[src/rtl/imuldiv_iter_muldiv_param_pkg.sv]
`default_nettype none
// ============================================================================
// Module      : imuldiv_iter_muldiv_param_pkg
// Description : Shared definitions for the iterative multiply/divide unit:
//               function encodings, FSM state encodings, the request-message
//               field layout {fn, a, b, tag} expressed in terms of W/TAG_W,
//               and small function-decode helpers.
// Revision    : 1.0 - initial release
// ============================================================================
package imuldiv_iter_muldiv_param_pkg;

    // Request function encodings (5-7 are reserved and behave as mul)
    localparam logic [2:0] c_IMULDIV_MULDIVREQ_MSG_FUNC_MUL  = 3'd0;
    localparam logic [2:0] c_IMULDIV_MULDIVREQ_MSG_FUNC_DIV  = 3'd1;
    localparam logic [2:0] c_IMULDIV_MULDIVREQ_MSG_FUNC_DIVU = 3'd2;
    localparam logic [2:0] c_IMULDIV_MULDIVREQ_MSG_FUNC_REM  = 3'd3;
    localparam logic [2:0] c_IMULDIV_MULDIVREQ_MSG_FUNC_REMU = 3'd4;

    // FSM state encodings
    localparam int         c_STATE_W    = 2;
    localparam logic [1:0] c_STATE_IDLE = 2'd0;
    localparam logic [1:0] c_STATE_CALC = 2'd1;
    localparam logic [1:0] c_STATE_DONE = 2'd2;

    localparam int c_FN_W = 3;

    // Packed request layout, LSB first: tag, b, a, fn
    function automatic int req_msg_tag_lsb(input int w, input int tag_w);
        return 0;
    endfunction

    function automatic int req_msg_b_lsb(input int w, input int tag_w);
        return tag_w;
    endfunction

    function automatic int req_msg_a_lsb(input int w, input int tag_w);
        return tag_w + w;
    endfunction

    function automatic int req_msg_fn_lsb(input int w, input int tag_w);
        return tag_w + 2 * w;
    endfunction

    function automatic int req_msg_width(input int w, input int tag_w);
        return c_FN_W + 2 * w + tag_w;
    endfunction

    // True for the divide/remainder family
    function automatic logic fn_is_div(input logic [2:0] fn);
        return (fn == c_IMULDIV_MULDIVREQ_MSG_FUNC_DIV)  ||
               (fn == c_IMULDIV_MULDIVREQ_MSG_FUNC_DIVU) ||
               (fn == c_IMULDIV_MULDIVREQ_MSG_FUNC_REM)  ||
               (fn == c_IMULDIV_MULDIVREQ_MSG_FUNC_REMU);
    endfunction

    // Everything except divu/remu treats operands as two's complement
    function automatic logic fn_is_signed(input logic [2:0] fn);
        return !((fn == c_IMULDIV_MULDIVREQ_MSG_FUNC_DIVU) ||
                 (fn == c_IMULDIV_MULDIVREQ_MSG_FUNC_REMU));
    endfunction

endpackage
`default_nettype wire

[src/rtl/imuldiv_iter_muldiv_param_sign_mag.sv]
`default_nettype none
// ============================================================================
// Module      : imuldiv_iter_muldiv_param_sign_mag
// Description : Combinational conditional two's-complement negate. Used as
//               |x| on operand capture (negate = signed & msb) and as the
//               final sign correction of product, quotient and remainder.
// Ports       : i_value  [N-1:0]  value in
//               i_negate           1 = output the two's complement negation
//               o_value  [N-1:0]  value out
// Revision    : 1.0 - initial release
// ============================================================================
module imuldiv_iter_muldiv_param_sign_mag #(
    parameter int N = 32
) (
    input  logic [N-1:0] i_value,
    input  logic         i_negate,
    output logic [N-1:0] o_value
);

    // Negating the most negative value yields itself, which is exactly the
    // unsigned magnitude |MIN| and the correct MIN/-1 quotient.
    assign o_value = i_negate ? -i_value : i_value;

endmodule
`default_nettype wire

[src/rtl/imuldiv_iter_muldiv_param.sv]
`default_nettype none
// ============================================================================
// Module      : imuldiv_iter_muldiv_param
// Description : Iterative radix-2 integer multiply/divide unit with val/rdy
//               request and response interfaces. mul is a shift-add over a
//               2W accumulator; div/divu/rem/remu use restoring division on
//               magnitudes with a registered sign correction at the end.
//               Div-by-zero returns quot = all ones, rem = a.
// Ports       : clk, reset (sync, active-high)
//               muldivreq_msg_fn/a/b/tag, muldivreq_val, muldivreq_rdy
//               muldivresp_msg_result [2W-1:0] (mul: product, div: {rem,quot})
//               muldivresp_msg_tag, muldivresp_val, muldivresp_rdy
// Config      : IMULDIV_ITER_EARLY_OUT_EN - when defined, mul finishes as
//               soon as the remaining multiplier bits are all zero.
// Revision    : 1.0 - initial release
// ============================================================================
module imuldiv_iter_muldiv_param
    import imuldiv_iter_muldiv_param_pkg::*;
#(
    parameter int W     = 32,
    parameter int TAG_W = 4
) (
    input  logic             clk,
    input  logic             reset,
    input  logic [2:0]       muldivreq_msg_fn,
    input  logic [W-1:0]     muldivreq_msg_a,
    input  logic [W-1:0]     muldivreq_msg_b,
    input  logic [TAG_W-1:0] muldivreq_msg_tag,
    input  logic             muldivreq_val,
    output logic             muldivreq_rdy,
    output logic [2*W-1:0]   muldivresp_msg_result,
    output logic [TAG_W-1:0] muldivresp_msg_tag,
    output logic             muldivresp_val,
    input  logic             muldivresp_rdy
);

    localparam int c_CNT_W = $clog2(W + 1);

    logic [c_STATE_W-1:0] r_state;
    logic [c_STATE_W-1:0] w_state_next;

    logic [c_CNT_W-1:0]   r_count;
    logic                 r_is_div;
    logic                 r_sign_a;
    logic                 r_sign_b;
    logic                 r_b_zero;
    logic [TAG_W-1:0]     r_tag;
    logic [2*W-1:0]       r_result;
    logic [2*W-1:0]       r_acc;     // mul accumulator
    logic [2*W-1:0]       r_mcand;   // mul: |a| shifted left each step
    logic [W-1:0]         r_x;       // mul: remaining multiplier; div: dividend->quotient
    logic [W-1:0]         r_y;       // div: divisor magnitude
    logic [W-1:0]         r_rem;     // div: partial remainder

    // ------------------------------------------------------------------
    // Operand capture
    // ------------------------------------------------------------------
    logic         w_req_signed;
    logic         w_neg_a;
    logic         w_neg_b;
    logic [W-1:0] w_abs_a;
    logic [W-1:0] w_abs_b;
    logic         w_accept;

    assign w_req_signed = fn_is_signed(muldivreq_msg_fn);
    assign w_neg_a      = w_req_signed & muldivreq_msg_a[W-1];
    assign w_neg_b      = w_req_signed & muldivreq_msg_b[W-1];
    assign w_accept     = muldivreq_val && (r_state == c_STATE_IDLE);

    imuldiv_iter_muldiv_param_sign_mag #(.N(W)) u_abs_a (
        .i_value  (muldivreq_msg_a),
        .i_negate (w_neg_a),
        .o_value  (w_abs_a)
    );

    imuldiv_iter_muldiv_param_sign_mag #(.N(W)) u_abs_b (
        .i_value  (muldivreq_msg_b),
        .i_negate (w_neg_b),
        .o_value  (w_abs_b)
    );

    // ------------------------------------------------------------------
    // One iteration step
    // ------------------------------------------------------------------
    logic [2*W-1:0] w_acc_next;
    logic [W-1:0]   w_x_shr;
    logic [W:0]     w_rem_sh;
    logic [W:0]     w_diff;
    logic           w_fits;
    logic [W-1:0]   w_rem_next;
    logic [W-1:0]   w_quot_next;
    logic           w_early;
    logic           w_last;

    assign w_acc_next  = r_x[0] ? (r_acc + r_mcand) : r_acc;
    assign w_x_shr     = r_x >> 1;

    // Restoring step: bring in the next dividend bit, keep the subtraction
    // only if it did not borrow (diff MSB clear).
    assign w_rem_sh    = {r_rem, r_x[W-1]};
    assign w_diff      = w_rem_sh - {1'b0, r_y};
    assign w_fits      = ~w_diff[W];
    assign w_rem_next  = w_fits ? w_diff[W-1:0] : w_rem_sh[W-1:0];
    assign w_quot_next = {r_x[W-2:0], w_fits};

`ifdef IMULDIV_ITER_EARLY_OUT_EN
    // Remaining multiplier bits all zero: the accumulator is already final
    assign w_early = !r_is_div && (w_x_shr == '0);
`else
    assign w_early = 1'b0;
`endif

    assign w_last = (r_count == c_CNT_W'(1)) || w_early;

    // ------------------------------------------------------------------
    // Sign correction of the final step's values
    // ------------------------------------------------------------------
    logic [2*W-1:0] w_prod_fixed;
    logic [W-1:0]   w_quot_fixed;
    logic [W-1:0]   w_rem_fixed;
    logic [W-1:0]   w_quot_out;
    logic [2*W-1:0] w_result_final;

    imuldiv_iter_muldiv_param_sign_mag #(.N(2*W)) u_fix_prod (
        .i_value  (w_acc_next),
        .i_negate (r_sign_a ^ r_sign_b),
        .o_value  (w_prod_fixed)
    );

    imuldiv_iter_muldiv_param_sign_mag #(.N(W)) u_fix_quot (
        .i_value  (w_quot_next),
        .i_negate (r_sign_a ^ r_sign_b),
        .o_value  (w_quot_fixed)
    );

    // With a zero divisor the remainder path accumulates |a|; restoring
    // sign(a) turns it back into raw a, so only the quotient needs forcing.
    imuldiv_iter_muldiv_param_sign_mag #(.N(W)) u_fix_rem (
        .i_value  (w_rem_next),
        .i_negate (r_sign_a),
        .o_value  (w_rem_fixed)
    );

    assign w_quot_out     = r_b_zero ? {W{1'b1}} : w_quot_fixed;
    assign w_result_final = r_is_div ? {w_rem_fixed, w_quot_out} : w_prod_fixed;

    // ------------------------------------------------------------------
    // FSM
    // ------------------------------------------------------------------
    always_ff @(posedge clk) begin
        if (reset) begin
            r_state <= c_STATE_IDLE;
        end else begin
            r_state <= w_state_next;
        end
    end

    always_comb begin
        w_state_next   = r_state;
        muldivreq_rdy  = 1'b0;
        muldivresp_val = 1'b0;
        case (r_state)
            c_STATE_IDLE: begin
                muldivreq_rdy = 1'b1;
                if (muldivreq_val) begin
                    w_state_next = c_STATE_CALC;
                end
            end
            c_STATE_CALC: begin
                if (w_last) begin
                    w_state_next = c_STATE_DONE;
                end
            end
            c_STATE_DONE: begin
                muldivresp_val = 1'b1;
                if (muldivresp_rdy) begin
                    w_state_next = c_STATE_IDLE;
                end
            end
            default: begin
                w_state_next = c_STATE_IDLE;
            end
        endcase
    end

    // ------------------------------------------------------------------
    // Datapath registers
    // ------------------------------------------------------------------
    always_ff @(posedge clk) begin
        if (reset) begin
            r_count  <= '0;
            r_is_div <= 1'b0;
            r_sign_a <= 1'b0;
            r_sign_b <= 1'b0;
            r_b_zero <= 1'b0;
            r_tag    <= '0;
            r_result <= '0;
            r_acc    <= '0;
            r_mcand  <= '0;
            r_x      <= '0;
            r_y      <= '0;
            r_rem    <= '0;
        end else if (w_accept) begin
            r_count  <= c_CNT_W'(W);
            r_is_div <= fn_is_div(muldivreq_msg_fn);
            r_sign_a <= w_neg_a;
            r_sign_b <= w_neg_b;
            r_b_zero <= (muldivreq_msg_b == '0);
            r_tag    <= muldivreq_msg_tag;
            r_acc    <= '0;
            r_mcand  <= {{W{1'b0}}, w_abs_a};
            r_x      <= fn_is_div(muldivreq_msg_fn) ? w_abs_a : w_abs_b;
            r_y      <= w_abs_b;
            r_rem    <= '0;
        end else if (r_state == c_STATE_CALC) begin
            r_count <= r_count - c_CNT_W'(1);
            r_acc   <= w_acc_next;
            r_mcand <= r_mcand << 1;
            r_x     <= r_is_div ? w_quot_next : w_x_shr;
            r_rem   <= w_rem_next;
            if (w_last) begin
                r_result <= w_result_final;
            end
        end
    end

    assign muldivresp_msg_result = r_result;
    assign muldivresp_msg_tag    = r_tag;

endmodule
`default_nettype wire

[config.mk]
export PLATFORM = sky130hd
export DESIGN_NAME = imuldiv_iter_muldiv_param
export DESIGN_NICKNAME = d
export VERILOG_FILES = /design/src/rtl/imuldiv_iter_muldiv_param_pkg.sv /design/src/rtl/imuldiv_iter_muldiv_param_sign_mag.sv /design/src/rtl/imuldiv_iter_muldiv_param.sv
export SDC_FILE = /design/constraint.sdc
export NUM_CORES = 1
export LEC_CHECK = 0
export ABC_AREA = 1
export BUFFER_PORTS_ARGS = -buffer_cell sky130_fd_sc_hd__buf_4
export CAP_MARGIN = 20
export CORE_ASPECT_RATIO = 0.75
export CORE_UTILIZATION = 39
export DETAILED_ROUTE_END_ITERATION = 12
export SYNTH_ARGS = -nofsm -noshare
export SYNTH_HDL_FRONTEND = slang
export SYNTH_SLANG_ARGS = --single-unit
[constraint.sdc]
create_clock -name clk -period 5.8 [get_ports clk]
set_input_delay 0.87 -clock clk [delete_from_list [all_inputs] [get_ports clk]]
set_output_delay 0.87 -clock clk [all_outputs]
set_load 0.1 [all_outputs]
## Yosys cells after proc, flatten, opt, wreduce, memory -nomap -nowiden

Cells that the tools add are included.

| word-level totals | value |
|---|---|
| bits in registers | 304 |
| latch bits | 0 |
| bits in writable memories | 0 |
| ROM bits | 0 |
| input bits | 75 |
| output and inout bits | 70 |
| logic and storage cells | 73 |
| memories | 0 |

| cells by class | value |
|---|---|
| $add $sub $neg | 8 |
| multiply operators | 0 |
| divide/modulo/power cells | 0 |
| order comparisons | 0 |
| equality and inequality tests | 10 |
| shift-type cells | 0 |
| multiplexer cells | 23 |
| bitwise logic cells | 5 |
| reductions and logical operators | 12 |

Operators with widths:

| operator | count |
|---|---|
| 32-bit two-way mux | 12 |
| 64-bit two-way mux | 3 |
| 32-bit negator | 4 |
| 64-bit adder | 1 |
| 64-bit negator | 1 |
| 33-bit by 32-bit subtractor with 33-bit output | 1 |
| 32-bit logical NOT | 1 |
| 6-bit two-way mux | 2 |
| 3-bit by 2-bit == test with 1-bit output, second input constant | 2 |
| 6-bit by 1-bit == test with 1-bit output, second input constant | 1 |
| 2-bit two-way mux | 3 |
| 2-bit inequality test, second input constant | 3 |
| 2-bit one-hot mux with 3 select lines | 1 |
| 3-bit AND reduction | 2 |
| 6-bit by 1-bit subtractor with 6-bit output, second input constant | 1 |
| 1-bit logical OR | 4 |
| 3-bit by 1-bit == test with 1-bit output, second input constant | 1 |
| 3-bit == test, second input constant | 1 |
| 1-bit AND | 2 |
| 2-bit by 1-bit == test with 1-bit output, second input constant | 1 |
| 2-bit == test, second input constant | 1 |
| 2-bit logical NOT | 1 |
| 1-bit two-way mux | 2 |
| 1-bit NOT | 2 |
| 5 further kinds | 5 |

## Depth between registers and ports, before layout

Gate-level depths: netlist of the first run.

| logic depth | value |
|---|---|
| depth in word-level cells | 7 |
| depth in mapped cells | 33 |
| mapped depth without buffers | 30 |

## Modules after synthesis

Synthesis of the first run repeated with hierarchy kept, for this count alone.

| unflattened totals | value |
|---|---|
| cells, all modules | 5111 |
| area, all modules | 28268.4 um^2 |

By module, submodules not included:

| module | instances | cells each | area an instance (um^2) | sequential area each (um^2) |
|---|---|---|---|---|
| imuldiv_iter_muldiv_param | 1 | 3712 | 21662.0 | 6085.8 |
| imuldiv_iter_muldiv_param_sign_mag at u_abs_a ... | 3 | 225 | 1052.3 | 0.0 |
| imuldiv_iter_muldiv_param_sign_mag at u_fix_prod | 1 | 498 | 2411.1 | 0.0 |
| imuldiv_iter_muldiv_param_sign_mag at u_fix_rem | 1 | 226 | 1038.5 | 0.0 |

## Least setup slack after synthesis of the first run

Ideal clock, no wire load.

| timing path | value |
|---|---|
| path kind | reg2reg |
| from | register r_x[31] |
| to | register r_result[28], in the netlist muldivresp_msg_result[28] |
| setup time | 122 ps |
| arrival | 4151 ps |
| data required time | 5678 ps |
| setup slack | 1527 ps |
| stages on the path, launching flop included | 33 |
| path buffers | 3 |
| clock period less this slack | 4273 ps |
| cells stage by stage | dfxtp_1 inv_1 ha_1 inv_1 fa_1 nand2_1 nand2_1 nand3_1 nand2_2 nand2_2 nand2_4 nand2_4 nand3_4 nand2_8 buf_8 buf_6 buf_2 ha_1 nand3_1 nor3_2 nand3_1 nor3_2 nand2_1 nor3_2 nand4_1 nor2_1 nand2_1 o21ai_1 inv_1 nand2_1 nand3_1 a21oi_1 a21oi_1 |

| on the way | value |
|---|---|
| cells in the longest elaborated chain, start to end | 6 |

RTL lines:

| element | RTL line | RTL |
|---|---|---|
| start: declaration | imuldiv_iter_muldiv_param.sv:51 | `logic [W-1:0] r_x;` |
| start signal: assignment | imuldiv_iter_muldiv_param.sv:212 | `r_x <= fn_is_div(muldivreq_msg_fn) ? w_abs_a : w_abs_b;` |
| start signal: assignment | imuldiv_iter_muldiv_param.sv:219 | `r_x <= r_is_div ? w_quot_next : w_x_shr;` |
| 33-bit by 32-bit subtractor with 33-bit output | imuldiv_iter_muldiv_param.sv:101 | `assign w_diff = w_rem_sh - {1'b0, r_y};` |
| 1-bit NOT | imuldiv_iter_muldiv_param.sv:102 | `assign w_fits = ~w_diff[W];` |
| 32-bit negator | imuldiv_iter_muldiv_param_sign_mag.sv:22 | `assign o_value = i_negate ? -i_value : i_value;` |
| 32-bit two-way mux | imuldiv_iter_muldiv_param_sign_mag.sv:22 |  |
| 32-bit two-way mux | imuldiv_iter_muldiv_param.sv:144 | `assign w_quot_out = r_b_zero ? {W{1'b1}} : w_quot_fixed;` |
| 64-bit two-way mux | imuldiv_iter_muldiv_param.sv:145 | `assign w_result_final = r_is_div ? {w_rem_fixed, w_quot_out} : w_prod_fixed;` |
| end signal: assignment | imuldiv_iter_muldiv_param.sv:222 | `r_result <= w_result_final;` |
| end: declaration | imuldiv_iter_muldiv_param.sv:48 | `logic [2*W-1:0] r_result;` |

Every way passes these cells.
A chain may end at the register's enable or synchronous reset.

## Final worst setup path of the first run

Ends and elaborated chain as after synthesis.

==> summary.txt, run 1 <==
outcome = finished, final reports clean
IO Pins = 145
Post-DP HPWL = 95.58 mm
DRC = 0
Worst path max stage delay = 390 ps
fin cells = 6178
ys flop type = dfxtp_1
CTS tree = done
max-slew violations = 0
register area = 6091 um2
Gate power share = 44.9%
Hold Violations, Final = 0
H-Tree Depth = 2
Initial Utilization = 39.44%
die area = 73570 um2
Core ar. = 71680 um2
largest net degree at the start of global routing = 85
via count = 32862
CP max stage cell = fa_1
Syn Area/Cell = 5.492 um2
CP max FO = 10
leakage power = 0.01679 uW
cell mode on critical path = nand2_1
filler instances = 7943
Crit. End Element = flip-flop
Post-Syn Instances = 5147
Internal Power = 4866 uW
switch share = 46.67%
most frequent cells in the layout = nand2_1, inv_1, nor2_1
vias in the first global route = 28746
met3 usage = 6.677%
drt first-iter violations = 4094
Post-CTS Setup Bufs = 0
Clk pwr share = 29.0%
Multi-input gate area = 18030 um2
gr ovfl total = 0
Synth Net Count = 5326
antenna violations before repair = 5
DR pass1 iterations = 8
Worst Skew = 42.14 ps
Final period util = 81.49%
TritonCTS buffer count = 39
Site Rows = 85
Yosys warnings = 0
RSZ-0062 raised after global routing = false
VDD IR-drop max = 212.9 uV
Hold Worst Slack = 467.9 ps
Routed WL per cell = 19.44 um
clock sinks = 304
layout cell share with drive strength beyond 1 = 7.089%
Cell Pwr Density = 290.2 nW/um2
Slew @ Worst Pin = 1242 ps
CTS resizes = 0
commonest non-fill, non-tap cell in the layout = nand2_1
clock period minus final worst setup slack = 4726 ps
GRT Overall Usage = 31.89%
NetSw = 4258 uW
Die Y = 235.2 um
nets = 5368
Slew headroom = 16.31%
critical path startpoint category = flip-flop
Die W = 312.9 um
final setup TNS = 0 ps
Antenna Nets Post-Route = 0
Cell variety after synth = 60
Max clock buf depth = 3
M2 GR Usage = 44.54%
total wire length = 120.1 mm
Top Usage Layer GRT = met1
asr flop ratio synth = 0%
mapped cell area = 28270 um2
Min-Delay Path Class = flip-flop to flip-flop
Synth Register Bits = 304
FMAX = 0.2116 GHz
Vias/cell = 5.319
Worst-path clk slew = 60 ps
first-pass GRT wire length = 180.4 mm
Placed Cells = 6104
clk_lat worst skew = 600 ps
# hold bufs at CTS = 0
gpl congestion = 1.037
Worst Path Arrival = 5220 ps
sequential share of the synthesized area = 21.53%
MaxCap Viol Count = 0
Flop pwr share = 26.1%
P&R area growth vs syn = 11.24%
Crit path required time = 6290 ps
M1 GR Usage = 48.58%
# setup viols final = 0
critical path class = flip-flop to flip-flop
root buffer cell = clkbuf_16
Port Buffers = 144
number of synthesized flops with an enable pin = 0
==> routing by layer <==
metal,routed length (um),up-vias
met1,56790,15004
li1,-,16300
met2,47010,1424
met4,3083,0
met3,13190,134
met5,0,-
==> cell type report <==
cell class	count	area share, %
Multi-Input combinational cell	3754	57.34
Sequential cell	304	19.37
Inverter	915	10.94
Timing Repair Buffer	175	4.281
Tap cell	957	3.808
Clock buffer	50	3.494
Clock inverter	21	0.7481
Antenna cell	2	0.01592
==> path summary, 6_finish.rpt <==
path,from,to,slack [ps],cells past startpoint
max,r_x[31]$_SDFFE_PP0P_,muldivresp_msg_result[28]$_SDFFE_PP0P_,1070,29
min reg2reg,r_mcand[63]$_SDFFE_PP0P_,r_mcand[63]$_SDFFE_PP0P_,470,2
min,r_mcand[63]$_SDFFE_PP0P_,r_mcand[63]$_SDFFE_PP0P_,470,2
max reg2reg,r_x[31]$_SDFFE_PP0P_,muldivresp_msg_result[28]$_SDFFE_PP0P_,1070,29
==> synthesized netlist by cell type, types with 4 or more instances <==
master / instances / area [um2]
dfxtp_1: 304 / 6086
inv_1: 893 / 3352
o22ai_1: 27 / 168.9
o21ai_1: 17 / 85.08
or2_2: 4 / 25.02
buf_2: 18 / 90.09
o21ai_2: 6 / 52.55
xor2_1: 53 / 464.2
o21ai_0: 332 / 1662
xnor2_1: 23 / 201.4
o31ai_1: 9 / 67.56
buf_6: 5 / 56.30
nor3_1: 38 / 190.2
o211ai_1: 43 / 322.8
o21a_1: 4 / 30.03
nand3_1: 352 / 1762
and3_1: 4 / 25.02
buf_1: 21 / 78.83
nand4_1: 43 / 269.0
nor2_2: 25 / 156.4
clkbuf_1: 126 / 473.0
and2_1: 8 / 50.05
nand3b_1: 28 / 210.2
inv_2: 19 / 71.32
ha_1: 102 / 1276
a31oi_1: 39 / 244.0
nand2_2: 40 / 250.2
nand2_1: 1715 / 6437
a22oi_1: 25 / 187.7
nor4_1: 12 / 75.07
o21bai_1: 7 / 52.55
a221oi_1: 4 / 35.03
nand2_4: 5 / 56.30
a21oi_2: 4 / 35.03
a21oi_1: 344 / 1722
nor2_1: 411 / 1543
==> state kept, by name, summed over array words and instances (netlist names) <==
name / count
r_sign_b: 1
r_is_div: 1
r_acc: 64
r_count: 6
r_x: 32
r_state: 2
r_b_zero: 1
muldivresp_msg_result: 64
r_y: 32
r_rem: 32
muldivresp_msg_tag: 4
r_sign_a: 1
r_mcand: 64
==> cell families after synthesis <==
group | share of synthesized area (%)
and+or+nand+nor | 39.65
buffers and inverters | 14.80
AOI/OAI and AO/OA | 17.01
DFF | 21.53
adders and majority gates | 4.656
xor gates and xnor gates | 2.355
==> power by group through the flow <==
stage | Clock, uW | Combinational (uW) | Sequential [uW]
after global routing | 2750 | 4480 | 2390
after floorplan | 0 | 2760 | 2430
after CTS | 2670 | 3980 | 2370
after global placement | 0 | 3960 | 2420
after detailed placement | 0 | 3960 | 2420
final | 2650 | 4100 | 2380
==> worst max-delay path: cells and delay by family (launching register included) <==
kind | cells | cell delay, ps
fa+ha+maj | 3 | 740
compound gates | 3 | 420
simple gates | 20 | 2890
flops | 1 | 330
buf+inv | 3 | 240
==> per-stage QoR <==
stage | worst slack (ps) | total power (uW) | utilization (%) | area, um2
6_report | 1074 | 9124 | 43.87 | 31450
5_1_grt | 583.5 | 9624 | 43.86 | 31440
3_5_place_dp | 1168 | 6380 | 41.96 | 30080
3_3_place_gp | 1296 | 6379 | 41.96 | 30080
2_1_floorplan | 1527 | 5191 | - | 28270
4_1_cts | 1165 | 9026 | 43.82 | 31410
Power figures use the tool's default switching activity.
==> inputs of run 2 (changes only) <==
Settings changed: ABC_AREA 1 to 0.
Clock period 5.8 ns to 4.3 ns, I/O delays scaled along.
==> run 2 against run 1 <==
The run now ends with design-rule violations, negative setup slack left. Die area down 15%. Global-route usage down 3.3 points. Count of clock-buffer cells in the layout down 2. Hold slack worse by 130 ps. Area after synthesis down 15%. Wire length down 23%. Fmax up 5.5%. Via count down 20%. Clock skew down 15 ps. Critical path type unchanged. Largest power group unchanged.
==> summary.txt, run 2 <==
gpl congestion = 0.9599 (-7.4%)
Site Rows = 78 (-8.2%)
Initial Utilization = 39.59% (+0.16 points)
number of synthesized flops with an enable pin = 0 (unchanged)
Port Buffers = 144 (unchanged)
worst reg2reg path endpoint = muldivresp_msg_result[63]$_SDFFE_PP0P_
Gate power share = 41.0% (-3.9 points)
CTS tree = done
clk_lat worst skew = 580 ps (-20 ps)
final setup TNS = -1895 ps (-1895 ps)
Post-DP HPWL = 69.97 mm (-27%)
leading post-synthesis cells by cell area = dfxtp_1, a21oi_1, nand2_1, nor2_1, ha_1
nets = 3870 (-28%)
Final WS setup = -181.8 ps (-1256 ps)
Inserted Diodes = 0 (-2)
FMAX = 0.2231 GHz (+5.5%)
Yosys warnings = 0 (unchanged)
Final period util = 104.2% (+23 points)
clock sinks = 304 (unchanged)
DRC = 9 (+9)
ys flop type = dfxtp_1
worst slack, placed = -617.5 ps (-1786 ps)
GRT Overall Usage = 28.54% (-3.3 points)
drt first-iter violations = 2539 (-38%)
Vias/cell = 5.854 (+10%)
asr flop ratio synth = 0% (unchanged)
critical path startpoint category = flip-flop
P&R area growth vs syn = 27.29%
share of the synthesized area in the top cell type = 25.36% (+2.6 points)
die area = 62530 um2 (-15%)
Die Y = 216.8 um (-7.8%)
reg-to-reg slack, setup = -180 ps (-1260 ps)
root buffer cell = clkbuf_16
Hold Worst Slack = 334.6 ps (-133.3 ps)
total wire length = 92.01 mm (-23%)
first-pass GRT wire length = 140.5 mm (-22%)
critical-path cell list = ha_4 -> inv_2 -> fa_2 -> and2b_4 -> o2111ai_4 -> buf_6 -> a21oi_4 -> or3_1 -> a31oi_2 -> buf_4 -> nand4_1 -> nor4_4 -> nand4_1 -> buf_6 -> nor4_4 -> buf_6 -> nand4_1 -> nor2_2 -> a21oi_2 -> xor2_1 -> a221oi_2
Worst-path clk slew = 70 ps (about the same)
Routed WL per cell = 20.36 um (+4.8%)
top post-synthesis cells by count = nand2_1, a21oi_1, nor2_1, dfxtp_1, o21ai_0
Synth area leader = dfxtp_1
leakage power = 0.01204 uW (-28%)
critical path class = flip-flop to flip-flop
antenna violations before repair = 0 (-5)
CP max FO = 6 (-4)
Hold Violations, Final = 0 (unchanged)
# setup viols final = 20 (+20)
vias in the first global route = 23657 (-18%)
Syn Area/Cell = 7.223 um2 (+32%)
VDD IR-drop max = 284.2 uV (+34%)
Crit. End Element = flip-flop
Min-Delay Path Class = primary input to flip-flop
Cell Pwr Density = 368.4 nW/um2 (+27%)
Post-Syn Instances = 3322 (-35%)
Reg2Reg Depth = 21 (-28%)
Cell variety after synth = 97 (+62%)
mapped cell area = 24000 um2 (-15%)
Max clock buf depth = 3 (unchanged)
Synth Net Count = 3501 (-34%)
hold endpoint = muldivresp_msg_tag[0]$_SDFFE_PP0P_
Crit path required time = 4780 ps (-1510 ps)
Slew headroom = 29.28% (+13 points)
Flop pwr share = 28.6% (+2.5 points)
CP max stage cell = nor4_4
clock period minus final worst setup slack = 4482 ps (-244.5 ps)
H-Tree Depth = 2 (unchanged)
# hold bufs at CTS = 0 (unchanged)
Clk pwr share = 30.4% (+1.4 points)
FF-to-FF Start = r_acc[0]$_SDFFE_PP0P_
switch share = 38.53% (-8.1 points)
min-delay src = muldivreq_msg_tag[0]
layout cell share with drive strength beyond 1 = 20.55% (+13 points)
outcome = finished, violations left
TritonCTS buffer count = 37 (-5.1%)
Antenna Nets Post-Route = 0 (unchanged)
commonest non-fill, non-tap cell in the layout = buf_4
final core occ = 50.40% (+6.5 points)
failing checks = design-rule violations, negative setup slack
hold-critical path depth = 3 (+1)
max-slew violations = 0 (unchanged)
fin cells = 4518 (-27%)
Worst Skew = 27.29 ps (-14.85 ps)
Internal Power = 6917 uW (+42%)
gr ovfl total = 0 (unchanged)
RSZ-0062 raised after global routing = true
most common cell in the netlist = nand2_1
Worst Path Arrival = 4960 ps (-260 ps)
most frequent cells in the layout = buf_4, nand2_1, a21oi_1
sequential share of the synthesized area = 25.36% (+3.8 points)
DR pass1 iterations = 12 (+4)
via count = 26448 (-20%)
largest net degree at the start of global routing = 189 (+120%)
Synth Register Bits = 304 (unchanged)
Slew @ Worst Pin = 1058 ps (-183.9 ps)
NetSw = 4335 uW (+1.8%)
Placed Cells = 4429 (-27%)
Core ar. = 60610 um2 (-15%)
IO Pins = 145 (unchanged)
Die W = 288.4 um (-7.8%)
MaxCap Viol Count = 0 (unchanged)
Worst path max stage delay = 350 ps (-40 ps)
-- run 2: changes by cell type in the layout (fill, tap and decap cells not counted), moves of 35 or more --
| cell | delta |
|---|---|
| nand2_1 | -1285 |
| inv_1 | -819 |
| buf_4 | +361 |
| nand3_1 | -306 |
| o21ai_0 | -173 |
| a211oi_1 | +137 |
| xnor2_1 | +103 |
| mux2i_1 | +77 |
| nor2_1 | -60 |
| nor3_1 | +45 |
| xor2_1 | +44 |
| nand2_2 | -35 |
-- run 2: worst max-delay path by stage --
stage | from | end | cells after the start
after CTS | r_acc[0]$_SDFFE_PP0P_ | muldivresp_msg_result[62]$_SDFFE_PP0P_ | 19
after global routing | r_mcand[0]$_SDFFE_PP0P_ | muldivresp_msg_result[63]$_SDFFE_PP0P_ | 20
after floorplan | r_y[15]$_SDFFE_PP0P_ | muldivresp_msg_result[60]$_SDFFE_PP0P_ | 22
final | r_acc[0]$_SDFFE_PP0P_ | muldivresp_msg_result[63]$_SDFFE_PP0P_ | 21
after detailed placement | r_acc[0]$_SDFFE_PP0P_ | muldivresp_msg_result[63]$_SDFFE_PP0P_ | 20
after global placement | r_acc[0]$_SDFFE_PP0P_ | muldivresp_msg_result[63]$_SDFFE_PP0P_ | 20
-- run 2: metrics by stage --
step / area, um2 / total power, uW
global route: 30540 / 11810
CTS: 29870 / 11070
detailed placement: 28270 / 7547
floorplan: 24070 / 5949
global placement: 28270 / 7548
finish: 30540 / 11250
-- run 2: cell type report --
type / count / area [um2]
Clock buffer: 48 / 1050
Clock inverter: 18 / 242.7
Fill cell: 5998 / 30060
Inverter: 73 / 276.5
Multi-Input combinational cell: 2723 / 17620
Sequential cell: 304 / 6098
Tap cell: 800 / 1001
Timing Repair Buffer: 552 / 4255
-- run 2: layer usage --
layer / routed length (um) / part of all wire, % / GRT usage [%]
met1: 44390 / 48 / 43.48
met2: 38430 / 42 / 41.56
met3: 6677 / 7.3 / 3.585
met4: 2505 / 2.7 / 7.460
met5: 0 / 0 / 0
-- run 2: worst max-delay path: cells and delay by family, from the launching register on --
kind	cells	cell delay, ps
AO/OA/AOI/OAI	5	880
XOR/XNOR	1	180
adder cells (fa/ha/maj)	2	340
buffers and inverters	5	740
flip-flops	1	340
AND/OR/NAND/NOR	8	1890
-- run 2: power groups by stage --
stage / clock network (uW) / logic (uW) / registers, uW
2_1_floorplan: 0 / 2700 / 3250
3_3_place_gp: 0 / 4290 / 3260
3_5_place_dp: 0 / 4280 / 3270
4_1_cts: 3490 / 4380 / 3210
5_1_grt: 3590 / 4990 / 3230
6_report: 3430 / 4610 / 3210
-- run 2: cells by family (layout without fill, tap and decap cells) --
group / Yosys count / count (layout) / synth area share [%]
adder cells (fa/ha/maj): 104 / 104 / 5.485
multiplexers: 84 / 84 / 3.540
buffers and inverters: 295 / 691 / 4.771
flip-flops: 304 / 304 / 25.36
XOR/XNOR: 231 / 231 / 8.432
AO/OA/AOI/OAI: 1108 / 1108 / 29.55
AND/OR/NAND/NOR: 1196 / 1196 / 22.85
-- run 2: timing repair --
action / CTS / global route
gates resized for setup: 53 / 119
buffers inserted: 6 / 19
pin swaps: 33 / 84
setup endpoints to repair: 35 / 46
